[src/rtl/pll_sup_pkg.sv]
// Shared types and sizing helpers for the PLL lock supervisor.
package pll_sup_pkg;

    // Supervisor states, in the order the PLL normally passes through them.
    typedef enum logic [1:0] {
        S_PLL_RST,
        S_WAIT_LOCK,
        S_QUALIFY,
        S_LOCKED
    } state_e;

    // Width of the shared cycle counter: clog2 of the largest interval it
    // has to measure, plus one bit of headroom.
    function automatic int cnt_width(input int lock_stable,
                                     input int lock_timeout,
                                     input int pll_rst_len);
        int max_val;
        max_val = lock_stable;
        if (lock_timeout > max_val) max_val = lock_timeout;
        if (pll_rst_len > max_val) max_val = pll_rst_len;
        return $clog2(max_val) + 1;
    endfunction

endpackage

[src/rtl/sync_bit.sv]
// Multi-flop synchroniser for a single asynchronous status bit.
module sync_bit #(
    parameter int STAGES = 2
) (
    input  logic clk_i,
    input  logic rst_i,
    input  logic d_i,
    output logic q_o
);

    logic [STAGES-1:0] sync_q;

    // Shift the asynchronous input through STAGES flops; cleared on reset.
    always_ff @(posedge clk_i) begin
        if (rst_i) begin
            sync_q <= '0;
        end else begin
            sync_q <= {sync_q[STAGES-2:0], d_i};
        end
    end

    assign q_o = sync_q[STAGES-1];

endmodule

[src/rtl/pll_lock_supervisor.sv]
// Supervises PLL lock on the raw oscillator clock: holds the PLL in reset,
// waits for a synchronised lock, qualifies it for LOCK_STABLE cycles before
// raising pll_ok_o, re-resets the PLL on timeout and counts lock losses.
module pll_lock_supervisor
    import pll_sup_pkg::*;
#(
    parameter int SYNC_STAGES  = 2,
    parameter int LOCK_STABLE  = 1024,
    parameter int LOCK_TIMEOUT = 65535,
    parameter int PLL_RST_LEN  = 16,
    parameter int MAX_RETRIES  = 3,
    parameter int LOSS_W       = 8
) (
    input  logic              clk_in_i,
    input  logic              reset_i,
    input  logic              pll_locked_raw_i,
    input  logic              clr_stat_i,
    output logic              pll_areset_o,
    output logic              pll_ok_o,
    output logic [LOSS_W-1:0] lock_loss_cnt_o,
    output logic              relock_fail_o
);

    localparam int CNT_W   = cnt_width(LOCK_STABLE, LOCK_TIMEOUT, PLL_RST_LEN);
    localparam int RETRY_W = $clog2(MAX_RETRIES + 1);

    localparam logic [CNT_W-1:0]   RST_LAST    = CNT_W'(PLL_RST_LEN - 1);
    localparam logic [CNT_W-1:0]   TIMEOUT_LAST = CNT_W'(LOCK_TIMEOUT - 1);
    localparam logic [CNT_W-1:0]   STABLE_LAST = CNT_W'(LOCK_STABLE - 1);
    localparam logic [RETRY_W-1:0] RETRY_MAX   = RETRY_W'(MAX_RETRIES);

    state_e             state_q, state_d;
    logic [CNT_W-1:0]   cnt_q, cnt_d;
    logic [RETRY_W-1:0] retry_q, retry_d;
    logic [RETRY_W-1:0] retry_inc;
    logic               areset_q, areset_d;
    logic               ok_q, ok_d;
    logic [LOSS_W-1:0]  loss_q, loss_d;
    logic               fail_q, fail_d;
    logic               lock_s;

    sync_bit #(
        .STAGES (SYNC_STAGES)
    ) u_lock_sync (
        .clk_i (clk_in_i),
        .rst_i (reset_i),
        .d_i   (pll_locked_raw_i),
        .q_o   (lock_s)
    );

    // Saturating retry increment used on every lock timeout.
    assign retry_inc = (retry_q == RETRY_MAX) ? retry_q : retry_q + 1'b1;

    // Next-state, counter and statistics logic; outputs follow the next state.
    always_comb begin
        // NOTE: every signal driven here gets a default first so no path
        // leaves it unassigned, which would otherwise infer a latch.
        state_d = state_q;
        cnt_d   = cnt_q;
        retry_d = retry_q;
        loss_d  = loss_q;
        fail_d  = fail_q;

        case (state_q)
            S_PLL_RST: begin
                if (cnt_q == RST_LAST) begin
                    state_d = S_WAIT_LOCK;
                    cnt_d   = '0;
                end else begin
                    cnt_d = cnt_q + 1'b1;
                end
            end

            S_WAIT_LOCK: begin
                if (lock_s) begin
                    // This cycle already counts as the first stable one.
                    if (LOCK_STABLE == 1) begin
                        state_d = S_LOCKED;
                        cnt_d   = '0;
                        retry_d = '0;
                    end else begin
                        state_d = S_QUALIFY;
                        cnt_d   = CNT_W'(1);
                    end
                end else if (cnt_q == TIMEOUT_LAST) begin
                    state_d = S_PLL_RST;
                    cnt_d   = '0;
                    retry_d = retry_inc;
                    if (retry_inc == RETRY_MAX) begin
                        fail_d = 1'b1;
                    end
                end else begin
                    cnt_d = cnt_q + 1'b1;
                end
            end

            S_QUALIFY: begin
                if (!lock_s) begin
                    // A glitch before qualification is not a loss; the
                    // timeout window simply restarts.
                    state_d = S_WAIT_LOCK;
                    cnt_d   = '0;
                end else if (cnt_q == STABLE_LAST) begin
                    state_d = S_LOCKED;
                    cnt_d   = '0;
                    retry_d = '0;
                end else begin
                    cnt_d = cnt_q + 1'b1;
                end
            end

            S_LOCKED: begin
                if (!lock_s) begin
                    // The PLL is left running; only a later timeout resets it.
                    state_d = S_WAIT_LOCK;
                    cnt_d   = '0;
                    if (loss_q != '1) begin
                        loss_d = loss_q + 1'b1;
                    end
                end
            end

            default: begin
                state_d = S_PLL_RST;
                cnt_d   = '0;
            end
        endcase

        // Clearing statistics overrides any increment or set this cycle.
        if (clr_stat_i) begin
            loss_d = '0;
            fail_d = 1'b0;
        end

        // Registered outputs track the state being entered, so pll_ok and
        // pll_areset can never be high together.
        areset_d = (state_d == S_PLL_RST);
        ok_d     = (state_d == S_LOCKED);
    end

    // State and output registers with synchronous reset.
    always_ff @(posedge clk_in_i) begin
        // NOTE: sequential state uses non-blocking assignments so every flop
        // samples pre-edge values regardless of statement order.
        if (reset_i) begin
            state_q  <= S_PLL_RST;
            cnt_q    <= '0;
            retry_q  <= '0;
            areset_q <= 1'b1;
            ok_q     <= 1'b0;
            loss_q   <= '0;
            fail_q   <= 1'b0;
        end else begin
            state_q  <= state_d;
            cnt_q    <= cnt_d;
            retry_q  <= retry_d;
            areset_q <= areset_d;
            ok_q     <= ok_d;
            loss_q   <= loss_d;
            fail_q   <= fail_d;
        end
    end

    assign pll_areset_o    = areset_q;
    assign pll_ok_o        = ok_q;
    assign lock_loss_cnt_o = loss_q;
    assign relock_fail_o   = fail_q;

endmodule

[config.mk]
export PLATFORM = sky130hd
export DESIGN_NAME = pll_lock_supervisor
export DESIGN_NICKNAME = d
export VERILOG_FILES = /design/src/rtl/pll_sup_pkg.sv /design/src/rtl/sync_bit.sv /design/src/rtl/pll_lock_supervisor.sv
export SDC_FILE = /design/constraint.sdc
export NUM_CORES = 1
export LEC_CHECK = 0
export ABC_AREA = 1
export CELL_PAD_IN_SITES_DETAIL_PLACEMENT = 0
export CELL_PAD_IN_SITES_GLOBAL_PLACEMENT = 2
export CORE_MARGIN = 8
export CORE_UTILIZATION = 36
export CTS_BUF_LIST = sky130_fd_sc_hd__clkbuf_4 sky130_fd_sc_hd__clkbuf_8
export DETAILED_ROUTE_END_ITERATION = 7
export GPL_TIMING_DRIVEN = 1
export PLACE_DENSITY_LB_ADDON = 0.1
export SETUP_SLACK_MARGIN = 0.1
export SLEW_MARGIN = 10
export SYNTH_ARGS = -nofsm -noshare
export SYNTH_HDL_FRONTEND = slang
export SYNTH_HIERARCHICAL = 1
export SYNTH_SLANG_ARGS = --single-unit
[constraint.sdc]
create_clock -name clk_in_i -period 3.85 [get_ports clk_in_i]
set_clock_uncertainty 0.15 [all_clocks]
set_input_delay 0.5775 -clock clk_in_i [delete_from_list [all_inputs] [get_ports clk_in_i]]
set_output_delay 0.5775 -clock clk_in_i [all_outputs]
set_load 0.03 [all_outputs]
==> Yosys cells after proc, flatten, opt, wreduce, memory -nomap -nowiden <==
Cells that the tools add are included.
{ "classes": {"bitwise": 1, "eq_ne": 15, "n_addsub": 3, "muxes": 20, "reduce_logical": 7} }
{ "op_table": {"columns": ["cell", "n"], "rows": [
  ["17-bit two-way mux", 6],
  ["17-bit case mux with 4 select lines", 1],
  ["2-bit two-way mux", 11],
  ["17-bit by 1-bit adder with 17-bit output, second input constant", 1],
  ["17-bit by 10-bit == test with 1-bit output, second input constant", 1],
  ["17-bit by 16-bit == test with 1-bit output, second input constant", 1],
  ["17-bit by 4-bit == test with 1-bit output, second input constant", 1],
  ["2-bit == test, second input constant", 5],
  ["8-bit by 1-bit adder with 8-bit output, second input constant", 1],
  ["2-bit != test, second input constant", 4],
  ["8-bit != test, second input constant", 1],
  ["2-bit case mux with 4 select lines", 1],
  ["5-bit AND reduction", 1],
  ["2-bit logical NOT", 2],
  ["2-bit case mux with 2 select lines", 1],
  ["4-bit AND reduction", 1],
  ["3-bit AND reduction", 1],
  ["2-bit by 1-bit adder with 2-bit output, second input constant", 1],
  ["2-bit by 1-bit == test with 1-bit output, second input constant", 1],
  ["2-bit by 1-bit != test with 1-bit output, second input constant", 1],
  ["2-bit nonzero test", 1],
  ["2-bit OR reduction", 1],
  ["1-bit inverter", 1]
]} }
{ "word_totals": {"elab_cells": 54, "regBits": 34, "in_bits": 4, "out_inout_bits": 11} }

==> Depth between registers and ports, before layout <==
Gate-level depths: netlist (run 1).
{ "logic_depth": {"ltp_word": 5, "ltp_mapped": 11} }

==> By module <==
The synthesis (run 1) kept the hierarchy.
{ "by_module_without_submodules": {"columns": ["mod", "n_inst", "cells_each", "area_each_um2", "seq_area_each_um2"], "rows": [
  ["pll_lock_supervisor", 1, 286, 1935.6, 640.6],
  ["sync_bit", 1, 6, 55.1, 40.0]
]} }

==> Worst setup path after synthesis (run 1) <==
OpenSTA, ideal clock, no wires.
{ "synth_timing": {"kind": "register to register", "start": "register cnt_q[0]", "end": "register cnt_q[14]", "t_arrival_ps": 1545, "t_required_ps": 3585, "slack_ps": 2040, "stages_incl_launch_ff": 12, "setup_ps": 115, "period_less_slack_ps": 1810, "cell_sequence": "dfxtp_1 -> ha_1 -> clkinv_2 -> nor2_4 -> nand2_4 -> nor2_4 -> nand2_2 -> nand2_2 -> nand3_4 -> nand2_4 -> nand2_2 -> and2_1"} }
{ "synth_between": {"elab_chain_cells": 4, "word_cells_on_any_way": 10, "cone_classes": "add/sub (1); eq/ne (3); mux (6)"} }
{ "synth_rtl": {"columns": ["item", "line", "text"], "rows": [
  ["start, declared", "pll_lock_supervisor.sv:33", "logic [CNT_W-1:0] cnt_q, cnt_d;"],
  ["start signal, assigned", "pll_lock_supervisor.sv:155", "cnt_q <= cnt_d;"],
  ["17-bit by 1-bit adder with 17-bit output, or another cell as far along", "pll_lock_supervisor.sv:70, pll_lock_supervisor.sv:93, pll_lock_supervisor.sv:108", null],
  ["17-bit two-way mux, on equally long branches", "pll_lock_supervisor.sv:103, pll_lock_supervisor.sv:85", null],
  ["17-bit two-way mux, on equally long branches", "pll_lock_supervisor.sv:98, pll_lock_supervisor.sv:75", null],
  ["17-bit case mux with 4 select lines *", "pll_lock_supervisor.sv:64", "case (state_q)"]
]} }
Every way passes the cells marked *; elsewhere a longest branch is shown, timed or not.
A chain may end at the register's enable or synchronous reset.

==> Final worst setup path (run 1) <==
{ "layout_timing": {"start": "register loss_q[0] (netlist: lock_loss_cnt_o[0])", "end": "register loss_q[1] (netlist: lock_loss_cnt_o[1])"} }
{ "layout_between": {"elab_chain_cells": 2, "word_cells_on_any_way": 3, "cone_classes": "add/sub (1); eq/ne (1); reduce/logical (1)"} }
{ "layout_rtl": {"columns": ["item", "line", "text"], "rows": [
  ["start, declared", "pll_lock_supervisor.sv:38", "logic [LOSS_W-1:0] loss_q, loss_d;"],
  ["start signal, assigned", "pll_lock_supervisor.sv:159", "loss_q <= loss_d;"],
  ["branches (longest 2 deep; another with 8-bit by 1-bit adder with 8-bit output)", null, null]
]} }
Several ways; the timed one is not identified.

==> results of run 1 <==
## worst min-delay path, cell delays in order, from the launching register on
cell and delay (ps):
dfxtp_1 300, inv_1 40, nor2_1 30
## registers in the layout, indices dropped and copies added (netlist names)
signal and count:
cnt_q 17, lock_loss_cnt_o 8, retry_q 2, state_q 2, u_lock_sync/sync_q 2, pll_areset_o 1, pll_ok_o 1, relock_fail_o 1
## worst max-delay path by stage
stage,slack (ps),endpoint,cells after the start
6_report,1400,lock_loss_cnt_o[1]$_SDFFE_PP0P_,7
5_1_grt,1000,lock_loss_cnt_o[1]$_SDFFE_PP0P_,7
4_1_cts,1320,lock_loss_cnt_o[1]$_SDFFE_PP0P_,7
3_5_place_dp,1330,lock_loss_cnt_o[1]$_SDFFE_PP0P_,7
3_3_place_gp,1460,lock_loss_cnt_o[1]$_SDFFE_PP0P_,7
2_1_floorplan,2040,cnt_q[14]$_SDFFE_PP0P_,11
## cells by family after synthesis
logic type / after synthesis / share of synthesized area, %
and+or+nand+nor: 158 / 38.4
AOI/OAI and AO/OA: 45 / 12.6
DFF: 34 / 34.2
buffers and inverters: 45 / 9.87
xor gates and xnor gates: 7 / 3.08
adders and majority gates: 3 / 1.89
## through the flow
| step | setup WS [ps] | instances | util (%) |
|---|---|---|---|
| floorplan | 2040 | 292 | - |
| global route | 996 | 380 | 41.8 |
| finish | 1400 | 380 | 41.8 |
| CTS | 1320 | 380 | 41.8 |
| detailed placement | 1330 | 372 | 40.0 |
| global placement | 1460 | 372 | 40.0 |
## Yosys cell counts, drive strengths merged, types with 2 or more instances
cell type	count	area, um^2
dfxtp	34	681
ha	3	37.5
nand3	33	183
nand4	9	56.3
clkbuf	4	25.0
xor2	3	26.3
o21ai	10	61.3
nor3	7	35.0
buf	3	27.5
inv	37	139
o211ai	2	15.0
nor2	34	163
xnor2	4	35.0
o21bai	2	15.0
and2	2	12.5
nand2	72	308
a21oi	29	145
## routing by layer
metal	global-route usage, %	vias up
met3	3.24	6
met4	4.58	0
met5	0	-
li1	-	977
met1	17.0	835
met2	20.2	14
## power groups by stage
stage | Clock [uW] | Sequential [uW] | Combinational (uW)
after floorplan | 0 | 367 | 16.0
after global placement | 0 | 368 | 22.6
after detailed placement | 0 | 368 | 22.2
after CTS | 293 | 360 | 22.7
after global routing | 315 | 361 | 26.2
final | 280 | 360 | 22.4
## layout make-up
type                    instances  area (um^2)
clock inverters                 2         12.5
inverters                      38          144
multi-input cells             213         1110
clock buffers                   6         82.6
fillers                       598         3170
flip-flops and latches         34          681
repair buffers                 15          148
well taps                      72         90.1
==> summary.txt, run 1 <==
Fraction of registers with async set/reset: 0%
PwrDens: 292 nW/um^2
Layout cells sized above 1: 9.74%
Root Driver: clkbuf_8
Critical Path Fanout Max: 11
Worst Hold Path Cells: 2
Buffer and inverter count on the worst path: 1
Crit path max-delay family: simple AND/OR/NAND/NOR gates
Most used cell, CP: nor2_1
Clock Sinks: 34
Worst path required time: 3880 ps
Peak supply drop: 145 uV
Met2 wire len: 2220 um
Rel. slew slack: 30.6%
CP Capture Type: flop
Gp weighted congestion: 0.807
Final setup vio count: 0
Hold_buf cts: 0
Most common cell after layout, fill and taps aside: nand2_1
Avg Cell Area, Syn: 6.82 um^2
Gr usage total: 13.0%
Clock network power share: 42.3%
Post-Route M1 WL: 2500 um
Final instance area: 2270 um^2
Final Max Tran Viols: 0
Postcts setup bufs: 0
RSZ-0062 raised after global routing: false
Final min period: 2450 ps
WL/cell: 12.9 um
Fin crit share: 63.6%
Worst reg2reg startpoint: lock_loss_cnt_o[0]$_SDFFE_PP0P_
Most frequent cells in the layout: nand2_1, inv_1, dfxtp_1
Worst hold start: u_lock_sync/sync_q[0]$_SDFF_PP0_
Area growth, synth to finish: 14.1%
Post-synthesis sequential area ratio: 34.2%
CP Launch Type: flop
Met3 Wirelength: 122 um
WHS Endpoint: u_lock_sync/sync_q[1]$_SDFF_PP0_
Post-cts resize count: 0
Starting density of the core: 36.6%
Largest net degree at the start of global routing: 30
Combinational share of power: 3.4%
Die span in y: 90.4 um
Crit-path cells: ha_1, nand4_1, nor2_1, nor3_1, inv_1, o21ai_0, nor2_1
TritonCTS clock tree: done
Status: finished clean
H-tree levels: 2
R2R cell count: 7
#FFs+latches synth: 34
Sw frac: 23.4%
Drt pass-1 iters: 4
Synthesized instance count: 292
CTS max path bufs: 2
Clock Pin Slew Worst Setup and Hold Paths: 70 ps
First-pass GRT wire length: 8750 um
Reg2reg setup slack: 1400 ps
Actual slew at the worst max-slew pin: 1030 ps
Vias in the first global route: 1773
Crit path kind: flop to flop
1st-iter DRT viols: 62
CP max-delay cell: nor3_1
Top layer in use: met4
Post-route DRC violation count: 0
DP Area: 2180 um^2
Syn nets: 299
Maxcap violations: 0
Setup_tns: 0 ps
Avg Vias per Cell: 4.82
P_sw: 155 uW
Most used DFF post-synth: dfxtp_1
Leakage power: 0.000931 uW
Synth unique cells: 32
Antenna diodes: 0
Worst skew pair latency: 280 ps
Vias: 1832
Nets: 314
Core area: 5440 um^2
Row cnt: 27
CP Launch Point: lock_loss_cnt_o[0]$_SDFFE_PP0P_
Final hold vios: 0
IO buf count: 14
RR Endpoint: lock_loss_cnt_o[1]$_SDFFE_PP0P_
Flop pwr share: 54.3%
DP HPWL: 3630 um
DIE AREA: 8160 um^2
Synth warn: 6
WHS: 258 ps
Post-synth EDFFs: 0
Ports: 15
Final total power: 663 uW
Antenna Nets Post-Route: 0
Grt total ovfl: 0
CTS buffer count: 5
Max stage delay on crit path: 790 ps
Initial antenna violation count: 0
Final WL: 4920 um
Cell-internal power: 508 uW
Die width: 90.4 um
Max Fclk: 0.408 GHz
Hold Path Class: flop to flop
Synth Cell Area: 1990 um^2
Worst endpoint data arrival time: 2480 ps
Power figures use the tool's default switching activity.
==> inputs of run 2 (changes only) <==
CORE_UTILIZATION = 34   (was 36)
clock period = 2.4 ns   (was 3.85 ns; I/O delays follow)
==> summary.txt, run 2 (same netlist as run 1, synthesis figures left out) <==
Rel. slew slack: 60.7% (was 30.6%)
Final WL: 5070 um (was 4920 um)
PwrDens: 471 nW/um^2 (was 292 nW/um^2)
Most frequent cells in the layout: nand2_1, inv_1, dfxtp_1 (unchanged)
Final setup vio count: 0 (unchanged)
Antenna Nets Post-Route: 0 (unchanged)
RSZ-0062 raised after global routing: false (unchanged)
Final hold vios: 0 (unchanged)
Leakage power: 0.000945 uW (was 0.000931 uW)
CP Launch Type: flop (unchanged)
Postcts setup bufs: 0 (unchanged)
Hold Path Class: flop to flop (unchanged)
Clock Sinks: 34 (unchanged)
1st-iter DRT viols: 121 (was 62)
Root Driver: clkbuf_8 (unchanged)
Layout cells sized above 1: 10.6% (was 9.74%)
WL/cell: 13.1 um (was 12.9 um)
DIE AREA: 8560 um^2 (was 8160 um^2)
RR Endpoint: cnt_q[14]$_SDFFE_PP0P_ (was lock_loss_cnt_o[1]$_SDFFE_PP0P_)
Vias: 1888 (was 1832)
Non-Filler Instances: 386 (was 380)
Post-route DRC violation count: 0 (unchanged)
DP HPWL: 3800 um (was 3630 um)
CTS max path bufs: 2 (unchanged)
Worst hold start: u_lock_sync/sync_q[0]$_SDFF_PP0_ (unchanged)
Peak supply drop: 202 uV (was 145 uV)
Final Max Tran Viols: 0 (unchanged)
Gr usage total: 12.4% (was 13.0%)
Vias in the first global route: 1746 (was 1773)
Crit path kind: flop to flop (unchanged)
CTS buffer count: 5 (unchanged)
Worst Hold Path Cells: 2 (unchanged)
Max reg flops: 17 (unchanged)
Worst reg2reg startpoint: cnt_q[0]$_SDFFE_PP0P_ (was lock_loss_cnt_o[0]$_SDFFE_PP0P_)
Initial antenna violation count: 0 (unchanged)
WHS: 254 ps (was 258 ps)
Avg Vias per Cell: 4.89 (was 4.82)
Status: finished clean (unchanged)
CP Launch Point: cnt_q[0]$_SDFFE_PP0P_ (was lock_loss_cnt_o[0]$_SDFFE_PP0P_)
Worst skew pair latency: 290 ps (was 280 ps)
Most common cell after layout, fill and taps aside: nand2_1 (unchanged)
Fin crit share: 86.5% (was 63.6%)
Critical Path Fanout Max: 10 (was 11)
Maxcap violations: 0 (unchanged)
Worst path required time: 2450 ps (was 3880 ps)
Max Fclk: 0.481 GHz (was 0.408 GHz)
IO buf count: 14 (unchanged)
Hold_buf cts: 0 (unchanged)
Row cnt: 28 (was 27)
Die span in y: 92.5 um (was 90.4 um)
Antenna diodes: 0 (unchanged)
Die width: 92.5 um (was 90.4 um)
Largest net degree at the start of global routing: 18 (was 30)
Area growth, synth to finish: 15.4% (was 14.1%)
Reg2reg setup slack: 320 ps (was 1400 ps)
Final min period: 2080 ps (was 2450 ps)
Fin worst setup slack: 323 ps (was 1400 ps)
H-tree levels: 2 (unchanged)
Number of placed instances, taps included: 378 (was 372)
TritonCTS clock tree: done (unchanged)
Gp weighted congestion: 0.810 (was 0.807)
Drt pass-1 iters: 4 (unchanged)
Grt total ovfl: 0 (unchanged)
Actual slew at the worst max-slew pin: 585 ps (was 1030 ps)
WHS Endpoint: u_lock_sync/sync_q[1]$_SDFF_PP0_ (unchanged)
CP Capture Type: flop (unchanged)
Post-cts resize count: 0 (unchanged)
Ports: 15 (unchanged)
Starting density of the core: 34.4% (was 36.6%)
Pre-CTS WS: 357 ps (was 1330 ps)
Clock Pin Slew Worst Setup and Hold Paths: 80 ps (was 70 ps)
First-pass GRT wire length: 8490 um (was 8750 um)
R2R cell count: 7 (unchanged)
Core area: 5780 um^2 (was 5440 um^2)
Most flops, register: cnt_q (unchanged)
Setup_tns: 0 ps (unchanged)
Worst endpoint data arrival time: 2120 ps (was 2480 ps)
Nets: 317 (was 314)
Final total power: 1080 uW (was 663 uW)
## run 2: changes by cell type in the layout (fill, tap and decap cells not counted)
cell and delta:
buf_4 +3
## run 2: layer usage
| layer | up-vias | GRT usage, % | part of all wire, % |
|---|---|---|---|
| li1 | 989 | - | - |
| met1 | 863 | 16.7 | 51 |
| met2 | 28 | 18.9 | 43 |
| met3 | 8 | 2.51 | 3.7 |
| met4 | 0 | 4.97 | 1.4 |
| met5 | - | 0 | 0 |
## run 2: final cells by class
type	instances	area [um^2]
Inverter	38	144
Tap cell	75	93.8
Clock inverter	2	12.5
Timing Repair Buffer	18	170
Fill cell	648	3480
Multi-Input combinational cell	213	1110
Clock buffer	6	82.6
Sequential cell	34	681
## run 2: how the worst max path moves through the flow
stage	end	depth (start not counted)
detailed placement	cnt_q[14]$_SDFFE_PP0P_	7
CTS	cnt_q[14]$_SDFFE_PP0P_	7
floorplan	cnt_q[14]$_SDFFE_PP0P_	11
global route	lock_loss_cnt_o[1]$_SDFFE_PP0P_	7
finish	cnt_q[14]$_SDFFE_PP0P_	7
global placement	cnt_q[14]$_SDFFE_PP0P_	11
## run 2: stage by stage
| stage | utilization [%] | cell area [um^2] |
|---|---|---|
| global route | 39.7 | 2300 |
| CTS | 39.7 | 2300 |
| floorplan | - | 1990 |
| detailed placement | 38.1 | 2200 |
| global placement | 38.1 | 2200 |
| finish | 39.7 | 2300 |
## run 2: power by group
part	leakage, uW	internal [uW]	switching [uW]	total, uW
registers	0.000275	570	7.07	577
clock network	0.0000472	231	236	467
logic	0.000623	15.2	22.2	37.3
total	0.000945	816	265	1080
## run 2: critical path, stage by stage (launching register included)
cell and delay [ps]:
dfxtp_1 410, ha_1 260, nand3_1 90, nor3_1 360
nand3_2 280, nand2_4 240, nand2_2 50, and2_1 140
==> inputs of run 3 (changes only) <==
MAX_ROUTING_LAYER = met4   (was default)
SLEW_MARGIN = 20   (was 10)
==> summary.txt, run 3 (same netlist as run 1, synthesis figures left out) <==
Die width: 92.5 um (unchanged)
Fill cells: 648 (unchanged)
DP HPWL: 3800 um (unchanged)
Final hold vios: 0 (unchanged)
Die span in y: 92.5 um (unchanged)
RSZ-0062 raised after global routing: false (unchanged)
CTS buffer count: 5 (unchanged)
RR Endpoint: cnt_q[14]$_SDFFE_PP0P_ (unchanged)
CP Capture Type: flop (unchanged)
R2R cell count: 7 (unchanged)
Nets: 317 (unchanged)
Pre-CTS WS: 357 ps (unchanged)
First-pass GRT wire length: 8490 um (about the same)
Reg2reg setup slack: 320 ps (about the same)
Peak supply drop: 202 uV (about the same)
H-tree levels: 2 (unchanged)
Ports: 15 (unchanged)
Crit path kind: flop to flop (unchanged)
Max Fclk: 0.481 GHz (about the same)
Antenna Nets Post-Route: 0 (unchanged)
Rel. slew slack: 60.8% (was 60.7%)
Max reg flops: 17 (unchanged)
Vias in the first global route: 1745 (was 1746)
Avg Vias per Cell: 4.89 (unchanged)
Clock Pin Slew Worst Setup and Hold Paths: 80 ps (about the same)
PwrDens: 470 nW/um^2 (was 471 nW/um^2)
Worst endpoint data arrival time: 2120 ps (about the same)
Status: finished clean (unchanged)
Initial antenna violation count: 0 (unchanged)
Clock Sinks: 34 (unchanged)
Final Max Tran Viols: 0 (unchanged)
Worst skew pair latency: 290 ps (about the same)
Final total power: 1080 uW (about the same)
Final WL: 5070 um (about the same)
WL/cell: 13.1 um (about the same)
Fin worst setup slack: 323 ps (about the same)
Fin crit share: 86.5% (about the same)
Worst path required time: 2450 ps (about the same)
Area growth, synth to finish: 15.4% (unchanged)
Final setup vio count: 0 (unchanged)
Core area: 5780 um^2 (unchanged)
Most flops, register: cnt_q (unchanged)
Most frequent cells in the layout: nand2_1, inv_1, dfxtp_1 (unchanged)
CP max-delay cell: dfxtp_1 (unchanged)
Hold_buf cts: 0 (unchanged)
WHS: 254 ps (unchanged)
Grt total ovfl: 0 (unchanged)
Worst setup path end: cnt_q[14]$_SDFFE_PP0P_ (unchanged)
Antenna diodes: 0 (unchanged)
Most common cell after layout, fill and taps aside: nand2_1 (unchanged)
Critical Path Fanout Max: 10 (unchanged)
Final min period: 2080 ps (about the same)
Worst reg2reg startpoint: cnt_q[0]$_SDFFE_PP0P_ (unchanged)
Vias: 1888 (unchanged)
Max stage delay on crit path: 410 ps (about the same)
Largest net degree at the start of global routing: 18 (unchanged)
Post-route DRC violation count: 0 (unchanged)
Drt pass-1 iters: 4 (unchanged)
Postcts setup bufs: 0 (unchanged)
IO buf count: 14 (unchanged)
Maxcap violations: 0 (unchanged)
Starting density of the core: 34.4% (unchanged)
Row cnt: 28 (unchanged)
Gp weighted congestion: 0.822 (was 0.810)
Gr usage total: 12.8% (was 12.4%)
TritonCTS clock tree: done (unchanged)
Layout cells sized above 1: 10.6% (unchanged)
Setup_tns: 0 ps (unchanged)
Hold Path Class: flop to flop (unchanged)
DIE AREA: 8560 um^2 (unchanged)
CP Launch Type: flop (unchanged)
CP Launch Point: cnt_q[0]$_SDFFE_PP0P_ (unchanged)
Actual slew at the worst max-slew pin: 583 ps (was 585 ps)
CTS max path bufs: 2 (unchanged)
Root Driver: clkbuf_8 (unchanged)
Leakage power: 0.000945 uW (unchanged)
Post-cts resize count: 0 (unchanged)
1st-iter DRT viols: 116 (was 121)
Crit-path cells: ha_1, nand3_1, nor3_1, nand3_2, nand2_4, nand2_2, and2_1 (unchanged)
-- run 3: cell counts in the layout (fill, tap and decap cells not counted) --
Identical to the previous run, type by type.
-- run 3: worst min-delay path by stage --
stage / from / endpoint / slack, ps / cells after the start
2_1_floorplan: u_lock_sync/sync_q[0]$_SDFF_PP0_ / u_lock_sync/sync_q[1]$_SDFF_PP0_ / 240 / 2
3_3_place_gp: u_lock_sync/sync_q[0]$_SDFF_PP0_ / u_lock_sync/sync_q[1]$_SDFF_PP0_ / 240 / 2
3_5_place_dp: u_lock_sync/sync_q[0]$_SDFF_PP0_ / u_lock_sync/sync_q[1]$_SDFF_PP0_ / 250 / 2
4_1_cts: u_lock_sync/sync_q[0]$_SDFF_PP0_ / u_lock_sync/sync_q[1]$_SDFF_PP0_ / 260 / 2
5_1_grt: u_lock_sync/sync_q[0]$_SDFF_PP0_ / u_lock_sync/sync_q[1]$_SDFF_PP0_ / 280 / 2
6_report: u_lock_sync/sync_q[0]$_SDFF_PP0_ / u_lock_sync/sync_q[1]$_SDFF_PP0_ / 250 / 2
-- run 3: cell type report --
class	count	area, um^2	share of cell area (%)
Timing Repair Buffer	18	170	7.41
Multi-Input combinational cell	213	1110	48.5
Inverter	38	144	6.26
Tap cell	75	93.8	4.08
Clock inverter	2	12.5	0.545
Clock buffer	6	82.6	3.59
Sequential cell	34	681	29.6
-- run 3: routing by layer --
metal | global-route usage (%) | share of wire, % | wire length (um)
met1 | 16.7 | 52 | 2610
met5 | - | 0 | 0
met3 | 2.51 | 3.7 | 190
met4 | 4.97 | 1.4 | 72
met2 | 18.9 | 43 | 2190
-- run 3: metrics by stage --
stage / cell area (um^2) / instances / utilization (%)
after CTS: 2300 / 386 / 39.7
after floorplan: 1990 / 292 / -
after detailed placement: 2200 / 378 / 38.1
after global routing: 2300 / 386 / 39.7
after global placement: 2200 / 378 / 38.1
final: 2300 / 386 / 39.7
-- run 3: power by group --
group | total [uW] | switching, uW | internal, uW | leakage, uW
Clock | 467 | 236 | 231 | 0.0000472
Combinational | 37.4 | 22.2 | 15.2 | 0.000623
Sequential | 577 | 7.07 | 570 | 0.000275
Total | 1080 | 265 | 816 | 0.000945
-- run 3: worst max-delay path: cells and delay by family, from the launching register on --
kind                       cells  cell delay, ps
adders and majority gates      1             260
and+or+nand+nor                6            1160
DFF                            1             410
